`config.mk`:
```
export PLATFORM = sky130hd
export DESIGN_NAME = fun_req_master_flat
export DESIGN_NICKNAME = d
export VERILOG_FILES = /design/src/rtl/fun_req_master_pkg.sv /design/src/rtl/fun_req_master_if.sv /design/src/rtl/fun_req_master_wait_timer.sv /design/src/rtl/fun_req_master.sv /design/src/flat_wrapper.sv
export SDC_FILE = /design/constraint.sdc
export NUM_CORES = 1
export LEC_CHECK = 0
export ABC_CLOCK_PERIOD_IN_PS = 1800
export BUFFER_PORTS_ARGS = -buffer_cell sky130_fd_sc_hd__buf_4
export CAP_MARGIN = 20
export CORE_MARGIN = 3
export CORE_UTILIZATION = 40
export CTS_CLUSTER_DIAMETER = 30
export CTS_CLUSTER_SIZE = 12
export DETAILED_ROUTE_END_ITERATION = 10
export PLACE_DENSITY = 0.74
export RECOVER_POWER = 50
export SLEW_MARGIN = 20
export SYNTH_ARGS = -nofsm -noshare
export SYNTH_HDL_FRONTEND = slang
export SYNTH_SLANG_ARGS = --single-unit
```
`constraint.sdc`:
```
create_clock -name clk -period 1.8 [get_ports clk]
set_clock_uncertainty 0.05 [all_clocks]
set_input_delay 0.18 -clock clk [delete_from_list [all_inputs] [get_ports clk]]
set_output_delay 0.18 -clock clk [all_outputs]
set_load 0.02 [all_outputs]
```
`src/rtl/fun_req_master_pkg.sv`:
```
// Shared defaults and FSM encoding for the fun request master.
// Imported by the interface, the wait timer and the top.
package fun_req_master_pkg;

  localparam int A_W_DEF   = 8;
  localparam int B_W_DEF   = 8;
  localparam int R_W_DEF   = 11;
  localparam int CNT_W_DEF = 11;
  localparam int MAX_WAIT_DEF   = 2000;
  localparam int RST_CYCLES_DEF = 1;

  typedef enum logic [2:0] {
    S_IDLE    = 3'd0,
    S_START   = 3'd1,
    S_SETTLE  = 3'd2,
    S_WAIT    = 3'd3,
    S_RECOVER = 3'd4,
    S_RESP    = 3'd5
  } state_t;

  function automatic int rc_width(int n);
    return (n > 1) ? $clog2(n) : 1;
  endfunction

endpackage

```
`src/rtl/fun_req_master_if.sv`:
```
// Request, fun-side and response signals of the fun request master.
// master = the initiator, slave = request source/fun/consumer side.
interface fun_req_master_if
  import fun_req_master_pkg::*;
#(
  parameter int A_W   = A_W_DEF,
  parameter int B_W   = B_W_DEF,
  parameter int R_W   = R_W_DEF,
  parameter int CNT_W = CNT_W_DEF
);

  logic             req_valid;
  logic             req_ready;
  logic [A_W-1:0]   req_a;
  logic [B_W-1:0]   req_b;

  logic [A_W-1:0]   fun_a;
  logic [B_W-1:0]   fun_b;
  logic             fun_start;
  logic             fun_rst;
  logic             fun_busy;
  logic [R_W-1:0]   fun_result;

  logic             res_valid;
  logic             res_ready;
  logic [R_W-1:0]   res_data;
  logic [CNT_W-1:0] res_cycles;
  logic             res_timeout;

  modport master (
    input  req_valid, req_a, req_b,
    output req_ready,
    output fun_a, fun_b, fun_start, fun_rst,
    input  fun_busy, fun_result,
    output res_valid, res_data, res_cycles, res_timeout,
    input  res_ready
  );

  modport slave (
    output req_valid, req_a, req_b,
    input  req_ready,
    input  fun_a, fun_b, fun_start, fun_rst,
    output fun_busy, fun_result,
    input  res_valid, res_data, res_cycles, res_timeout,
    output res_ready
  );

endinterface

```
`src/rtl/fun_req_master_wait_timer.sv`:
```
// Busy-poll counter: clear, enable, terminal count at MAX_WAIT_CYCLES.
// Saturates at the terminal count so it can never wrap.
module fun_req_master_wait_timer
  import fun_req_master_pkg::*;
#(
  parameter int CNT_W           = CNT_W_DEF,
  parameter int MAX_WAIT_CYCLES = MAX_WAIT_DEF
) (
  input  logic             clk,
  input  logic             rst,
  input  logic             clr,
  input  logic             en,
  output logic [CNT_W-1:0] cnt,
  output logic             tc
);

  assign tc = (cnt == CNT_W'(MAX_WAIT_CYCLES));

  always_ff @(posedge clk or negedge rst) begin
    if (!rst) begin
      cnt <= '0;
    end else if (clr) begin
      cnt <= '0;
    end else if (en && !tc) begin
      cnt <= cnt + CNT_W'(1);
    end
  end

endmodule

```
`src/rtl/fun_req_master.sv`:
```
// Initiator for the fun start/busy protocol: one op in flight,
// bounded busy polling, timeout recovery via fun_rst.
module fun_req_master
  import fun_req_master_pkg::*;
#(
  parameter int A_W             = A_W_DEF,
  parameter int B_W             = B_W_DEF,
  parameter int R_W             = R_W_DEF,
  parameter int CNT_W           = CNT_W_DEF,
  parameter int MAX_WAIT_CYCLES = MAX_WAIT_DEF,
  parameter int RST_CYCLES      = RST_CYCLES_DEF
) (
  input logic               clk,
  input logic               rst,
  fun_req_master_if.master  bus
);

  localparam int RC_W = rc_width(RST_CYCLES);

  state_t           state;
  state_t           state_n;
  logic             accept;
  logic             done;
  logic             expire;
  logic             rec_done;
  logic             res_hs;
  logic [CNT_W-1:0] cnt;
  logic             tc;
  logic [RC_W-1:0]  rcnt;

  fun_req_master_wait_timer #(
    .CNT_W           (CNT_W),
    .MAX_WAIT_CYCLES (MAX_WAIT_CYCLES)
  ) u_timer (
    .clk (clk),
    .rst (rst),
    .clr (state == S_SETTLE),
    .en  ((state == S_WAIT) && bus.fun_busy),
    .cnt (cnt),
    .tc  (tc)
  );

  always_ff @(posedge clk or negedge rst) begin
    if (!rst) begin
      state <= S_IDLE;
    end else begin
      state <= state_n;
    end
  end

  always_comb begin
    state_n  = state;
    accept   = 1'b0;
    done     = 1'b0;
    expire   = 1'b0;
    rec_done = 1'b0;
    res_hs   = 1'b0;
    unique case (state)
      S_IDLE: begin
        if (bus.req_valid && bus.req_ready) begin
          accept  = 1'b1;
          state_n = S_START;
        end
      end
      S_START:  state_n = S_SETTLE;
      S_SETTLE: state_n = S_WAIT;
      S_WAIT: begin
        if (!bus.fun_busy) begin
          done    = 1'b1;
          state_n = S_RESP;
        end else if (tc) begin
          expire  = 1'b1;
          state_n = S_RECOVER;
        end
      end
      S_RECOVER: begin
        if (rcnt == RC_W'(RST_CYCLES - 1)) begin
          rec_done = 1'b1;
          state_n  = S_RESP;
        end
      end
      S_RESP: begin
        if (bus.res_ready) begin
          res_hs  = 1'b1;
          state_n = S_IDLE;
        end
      end
      default: state_n = S_IDLE;
    endcase
  end

  always_ff @(posedge clk or negedge rst) begin
    if (!rst) begin
      bus.req_ready   <= 1'b0;
      bus.fun_a       <= '0;
      bus.fun_b       <= '0;
      bus.fun_start   <= 1'b0;
      bus.fun_rst     <= 1'b1;
      bus.res_valid   <= 1'b0;
      bus.res_data    <= '0;
      bus.res_cycles  <= '0;
      bus.res_timeout <= 1'b0;
      rcnt            <= '0;
    end else begin
      bus.fun_start <= accept;
      if (accept) begin
        bus.req_ready <= 1'b0;
        bus.fun_a     <= bus.req_a;
        bus.fun_b     <= bus.req_b;
      end else if (state == S_IDLE || res_hs) begin
        bus.req_ready <= 1'b1;
      end
      if (done) begin
        bus.res_data    <= bus.fun_result;
        bus.res_cycles  <= cnt;
        bus.res_timeout <= 1'b0;
      end
      // Timeout: report zero data and hold fun in reset to flush it
      if (expire) begin
        bus.res_data    <= '0;
        bus.res_cycles  <= cnt;
        bus.res_timeout <= 1'b1;
        bus.fun_rst     <= 1'b1;
        rcnt            <= '0;
      end else if (rec_done || state == S_IDLE) begin
        bus.fun_rst <= 1'b0;
      end else if (state == S_RECOVER) begin
        rcnt <= rcnt + RC_W'(1);
      end
      if (done || rec_done) begin
        bus.res_valid <= 1'b1;
      end else if (res_hs) begin
        bus.res_valid <= 1'b0;
      end
    end
  end

endmodule
```
`src/flat_wrapper.sv`:
```
// flat-port wrapper written by rule: the top's interface ports become plain ports
module fun_req_master_flat import fun_req_master_pkg::*;
#(
  parameter int A_W             = A_W_DEF,
  parameter int B_W             = B_W_DEF,
  parameter int R_W             = R_W_DEF,
  parameter int CNT_W           = CNT_W_DEF,
  parameter int MAX_WAIT_CYCLES = MAX_WAIT_DEF,
  parameter int RST_CYCLES      = RST_CYCLES_DEF
)
  (clk, rst, bus_req_valid, bus_req_a, bus_req_b, bus_req_ready, bus_fun_a, bus_fun_b, bus_fun_start, bus_fun_rst, bus_fun_busy, bus_fun_result, bus_res_valid, bus_res_data, bus_res_cycles, bus_res_timeout, bus_res_ready);
  fun_req_master_if #(.A_W(A_W), .B_W(B_W), .R_W(R_W), .CNT_W(CNT_W)) bus_i ();
  input logic clk;
  input logic rst;
  input wire logic [$bits(bus_i.req_valid)-1:0] bus_req_valid;
  input wire logic [$bits(bus_i.req_a)-1:0] bus_req_a;
  input wire logic [$bits(bus_i.req_b)-1:0] bus_req_b;
  output wire logic [$bits(bus_i.req_ready)-1:0] bus_req_ready;
  output wire logic [$bits(bus_i.fun_a)-1:0] bus_fun_a;
  output wire logic [$bits(bus_i.fun_b)-1:0] bus_fun_b;
  output wire logic [$bits(bus_i.fun_start)-1:0] bus_fun_start;
  output wire logic [$bits(bus_i.fun_rst)-1:0] bus_fun_rst;
  input wire logic [$bits(bus_i.fun_busy)-1:0] bus_fun_busy;
  input wire logic [$bits(bus_i.fun_result)-1:0] bus_fun_result;
  output wire logic [$bits(bus_i.res_valid)-1:0] bus_res_valid;
  output wire logic [$bits(bus_i.res_data)-1:0] bus_res_data;
  output wire logic [$bits(bus_i.res_cycles)-1:0] bus_res_cycles;
  output wire logic [$bits(bus_i.res_timeout)-1:0] bus_res_timeout;
  input wire logic [$bits(bus_i.res_ready)-1:0] bus_res_ready;
  assign bus_i.req_valid = bus_req_valid;
  assign bus_i.req_a = bus_req_a;
  assign bus_i.req_b = bus_req_b;
  assign bus_req_ready = bus_i.req_ready;
  assign bus_fun_a = bus_i.fun_a;
  assign bus_fun_b = bus_i.fun_b;
  assign bus_fun_start = bus_i.fun_start;
  assign bus_fun_rst = bus_i.fun_rst;
  assign bus_i.fun_busy = bus_fun_busy;
  assign bus_i.fun_result = bus_fun_result;
  assign bus_res_valid = bus_i.res_valid;
  assign bus_res_data = bus_i.res_data;
  assign bus_res_cycles = bus_i.res_cycles;
  assign bus_res_timeout = bus_i.res_timeout;
  assign bus_i.res_ready = bus_res_ready;
  fun_req_master #(.A_W(A_W), .B_W(B_W), .R_W(R_W), .CNT_W(CNT_W), .MAX_WAIT_CYCLES(MAX_WAIT_CYCLES), .RST_CYCLES(RST_CYCLES)) u_core (.clk(clk), .rst(rst), .bus(bus_i));
endmodule
```
Yosys cells after proc, flatten, opt, wreduce, memory -nomap -nowiden
Index checks and enable logic that the tools add are counted.
{"block": "classes", "addsub": 2, "eq_ne": 11, "muxes": 34, "n_reduce_logical": 16}
{"op": "$mux W11", "count": 6}
{"op": "$mux W1", "count": 22}
{"op": "$pmux W3 S6", "count": 1}
{"op": "$mux W3", "count": 5}
{"op": "$reduce_bool A2 Y1", "count": 6}
{"op": "$add A11 B1 Y11 const B", "count": 1}
{"op": "$eq A11 B11 Y1 const B", "count": 1}
{"op": "$eq A3 B2 Y1 const B", "count": 2}
{"op": "$eq A3 B3 Y1 const B", "count": 2}
{"op": "$ne A2 B1 Y1 const B", "count": 2}
{"op": "$ne A2 B2 Y1 const B", "count": 2}
{"op": "$reduce_and A4 Y1", "count": 1}
{"op": "$eq A3 B1 Y1 const B", "count": 1}
{"op": "$logic_and A1 B1 Y1", "count": 3}
{"op": "$logic_not A3 Y1", "count": 1}
{"op": "$logic_or A1 B1 Y1", "count": 3}
{"op": "$ne A3 B3 Y1 const B", "count": 1}
{"op": "$reduce_and A2 Y1", "count": 1}
{"op": "$add A1 B1 Y1 const B", "count": 1}
{"op": "$logic_not A1 Y1", "count": 1}
{"block": "totals", "register_bits": 58, "in_bits": 32, "output_inout_bits": 43, "word_cells": 75}

Longest topological paths before layout
{"block": "depth", "ltp_word": 6, "ltp_mapped": 8, "ltp_nobuf": 6}

Hierarchy
A second synthesis with hierarchy kept.
{"block": "hier_totals", "hier_cells": 193, "area_unflattened_um2": 2568.7}
{"mod": "fun_req_master", "instances": 1, "cells_per_inst": 129, "area_each_um2": 1944.4, "seq_area_each_um2": 1177.4}
{"mod": "fun_req_master_wait_timer", "instances": 1, "cells_per_inst": 64, "area_each_um2": 624.3, "seq_area_each_um2": 275.3}

Worst setup path before layout
OpenSTA, ideal clock, no wires.
{"block": "synth_path", "path_kind": "register to register", "startpoint": "register u_core.u_timer.cnt[0]", "endpoint": "register u_core.bus.res_cycles[3]", "setup_time_ns": 0.125, "arrival_ns": 1.644, "slack_ns": -0.019, "stages_incl_launch_ff": 9, "synth_period_minus_slack_ns": 1.819, "cell_sequence": "dfrtp_1 > inv_1 > ha_1 > nor2b_1 > and4b_1 > buf_4 > nor2_4 > buf_6 > mux2_4"}
{"block": "synth_via", "elab_chain_cells": 5, "elab_cells_between_ends": 6, "cone_classes": "eq/ne: 1; mux: 4; reduce/logical: 1"}
{"element": "start: declaration", "line": "fun_req_master_wait_timer.sv:13", "text": "output logic [CNT_W-1:0] cnt,"}
{"element": "start signal: assignment", "line": "fun_req_master_wait_timer.sv:25", "text": "cnt <= cnt + CNT_W'(1);"}
{"element": "$eq A11 B11 Y1 (*)", "line": "fun_req_master_wait_timer.sv:17", "text": "assign tc = (cnt == CNT_W'(MAX_WAIT_CYCLES));"}
{"element": "$mux W1 (*)", "line": "fun_req_master.sv:71", "text": "end else if (tc) begin"}
{"element": "$mux W1 (*)", "line": "fun_req_master.sv:68", "text": "if (!bus.fun_busy) begin"}
{"element": "$mux W1 (*)", "line": "fun_req_master.sv:58", "text": "unique case (state)"}
{"element": "$mux W11 or $reduce_bool A2 Y1 (tied branches)"}
{"element": "end signal: assignment", "line": "fun_req_master.sv:115", "text": "bus.res_cycles <= cnt;"}
{"element": "end signal: assignment", "line": "fun_req_master.sv:121", "text": "bus.res_cycles <= cnt;"}
{"element": "end: declaration", "line": "fun_req_master_if.sv:35", "text": "output res_valid, res_data, res_cycles, res_timeout,"}
Mark *: on every way between the ends. The rest lies on a longest branch, timed or not.
A chain may end at the register's enable or synchronous reset.

Worst setup path after layout
{"block": "layout_path", "startpoint": "register u_core.u_timer.cnt[0]", "endpoint": "register u_core.bus.res_cycles[9]"}
The elaborated chain is that of the path after synthesis.

==> impl_metrics.toml <==
[run_status]
status = "complete, no violations"

[routing]
drc = 0
vias = 1956
drt_first_pass_iters = 4
antenna_left = 0
detail_route.wl_per_cell_um = 14.3
vias_per_cell = 4.93
routed_wl_mm = 5.69
drt_iter0_drc = 110

[yosys]
synth_common_cells = "dfrtp_1, nand2_1, mux2_2"
syn_avg_cell_area_sq_um = 11.5
synth_area_sq_mm = 0.00252
synthCells = 220
ys_seq_elements = 58
synthFlopType = "dfrtp_1"
ys_warn_count = 0
yosysMostFrequentCell = "dfrtp_1"
ys_async_sr_fraction = 1.00
synth_top_cell_by_area = "dfrtp_1"
ys_types = 43
synth_edf_count = 0
yosys-top-cells-area = "dfrtp_1, mux2_2, nand2_1"
synth_top_area_share = 0.565
seq_area_frac_synth = 0.576
syn_nets = 254

[clocking]
numCtsBuffers = 9
cts_tree = "built"
cts_root_buffer = "clkbuf_8"
cts_sinks = 58
clockBufferDepth = 2
cts-resized-gates = 0
clk_pin_slew_ps = 70
h-tree-depth = 3
insertion_delay_ps = 330

[pwr]
ir_worst_vdd_mv = 0.706
pwr-share-comb = 0.395
p_per_area_mw_per_mm2 = 1550
p_seq_frac = 0.372
switchingPower_w = 0.00197
leakagePower_nw = 1.56
switching_share = 0.378
p_int_w = 0.00324
pwr-share-clk = 0.233

[grt]
grt_pass1_vias = 1975
overflow = 0
antenna_found_initial = 0
grt_pass1_wl_mm = 9.35
grt_usage = 0.164
grt_max_degree = 59

[worst_setup_path]
cp_top_family = "simple AND/OR/NAND/NOR gates"
regToRegSetupSlack_ps = 90
startpoint = "u_core.u_timer.cnt[0]"
r2r-end = "u_core.bus.res_cycles[9]"
worst_ep_required_time_ps = 1960
r2r_start = "u_core.u_timer.cnt[0]"
crit_type = "reg -> reg"
cp.arrival_ps = 1870
critPathMaxStageDelay_ps = 390
path_buf_inv = 2
reg2regPathDepth = 7
critPathSlowestCell = "dfrtp_1"
cp-end-kind = "flop"
cp-start-kind = "flop"
cp_max_fo = 6
path_cells = "inv_1 > ha_2 > nor2b_4 > and4b_1 > nor2_4 > buf_4 > mux2_4"

[timing]
timing.final.crit_share = 0.948
max_clock_freq_mhz = 586
setup_tns_ps = 0
worst_slew_pin_slew_ps = 735
finalMaxSlewViolations = 0
rsz0062_at_grt = "no"
slew_headroom = 0.510
hold_viol = 0
fin_crit_ps = 1710
final-setup-viol-count = 0

[min_path]
hold_path_startpoint = "bus_fun_result[4]"
hold_depth = 3
min_to = "u_core.bus.res_data[4]"
hp-class = "in -> reg"

[run]
cap_violations = 0

[layout]
drive_above_1_share = 0.314
fin_cells = 397
areaGrowthSynthToFinish_pct = 33.4
insertedDiodeCount = 0
final_nets = 351

[placement]
gp_congestion = 0.783
post-dp-hpwl_mm = 4.05
dp.cells = 377
port_buffers = 74

[floorplanning]
fp.dieW_um = 85.4
io_pins = 75
start_util = 0.419
std_cell_rows = 28
die_area_sq_mm = 0.00729
core-area_sq_mm = 0.00603
die_h_um = 85.4
-- logic make-up (layout without fill, tap and decap cells) --
group / Yosys count / in the layout / synth area share
adder cells (fa/ha/maj): 2 / 2 / 0.00992
XOR/XNOR: 6 / 6 / 0.0208
AO/OA/AOI/OAI: 33 / 33 / 0.0813
buffers and inverters: 18 / 120 / 0.0352
AND/OR/NAND/NOR: 78 / 78 / 0.159
flip-flops: 58 / 58 / 0.576
multiplexers: 25 / 25 / 0.118
-- timing repair --
item	in CTS	in global routing
hold buffers	3	0
buffers inserted	0	1
setup endpoints to repair	0	1
hold endpoints to repair	59	0
-- final cells by class --
type,count,area (sq um)
well taps,75,93.8
fillers,539,2660
inverters,7,26.3
clock inverters,5,52.6
repair buffers,97,598
flip-flops and latches,58,1450
clock buffers,11,151
multi-input cells,144,991
-- flip-flops by register name, summed over array words and instances, names as in the netlist --
name,flops
u_core.bus.res_cycles,11
u_core.bus.res_data,11
u_core.u_timer.cnt,11
u_core.bus.fun_a,8
u_core.bus.fun_b,8
u_core.state,3
u_core.bus.fun_rst,1
u_core.bus.fun_start,1
u_core.bus.req_ready,1
u_core.bus.res_timeout,1
u_core.bus.res_valid,1
u_core.rcnt,1
-- tightest hold or removal path, delay by kind of cell --
| family | cells | cell delay, ps |
|---|---|---|
| buf+inv | 1 | 70 |
| compound gates | 1 | 70 |
| simple gates | 1 | 30 |
-- per-layer routing --
layer,track usage,share of wire
met1,0.199,0.43
met2,0.275,0.50
met3,0.0466,0.059
met4,0.0647,0.010
met5,0,0
-- power by group through the flow --
| stage | logic, W | registers (W) | clock network, W |
|---|---|---|---|
| after floorplan | 0.000928 | 0.00241 | 0 |
| after global placement | 0.00230 | 0.00195 | 0 |
| after detailed placement | 0.00234 | 0.00197 | 0 |
| after CTS | 0.00235 | 0.00195 | 0.00125 |
| after global routing | 0.00226 | 0.00199 | 0.00130 |
| final | 0.00206 | 0.00194 | 0.00121 |
-- worst max-delay path by stage --
| stage | endpoint | slack, ps | cells past startpoint |
|---|---|---|---|
| floorplan | u_core.bus.res_cycles[3] | 10 | 8 |
| global placement | u_core.u_timer.cnt[10] | 130 | 5 |
| detailed placement | u_core.bus.res_cycles[3] | 100 | 7 |
| CTS | u_core.bus.res_cycles[3] | 80 | 7 |
| global route | u_core.u_timer.cnt[10] | 5 | 5 |
| finish | u_core.bus.res_cycles[9] | 90 | 7 |
-- cell usage in the layout (no fill, tap or decap), types with 4 or more instances in the layout --
cell      Yosys  layout
buf_4         2      53
clkbuf_1      3      40
clkbuf_8      0      11
dfrtp_1      57      57
inv_1         7       7
mux2_2       17      17
mux2_4        5       5
nand2_1      40      40
nand3_1       5       5
nor2_1        9       9
o21ai_0      16      16
o22ai_1       4       4
xnor2_1       6       6
-- metrics by stage --
stage	setup WS (ps)	hold WS (ps)	area, sq um	util	total power [W]
global route	4.74	9.55	3370	0.559	0.00555
global placement	134	233	3270	0.543	0.00425
finish	94.1	8.41	3370	0.559	0.00521
CTS	83.8	0.226	3510	0.582	0.00555
floorplan	13.8	-166	2540	-	0.00334
detailed placement	103	238	3270	0.543	0.00432
Power figures use the tool's default switching activity.
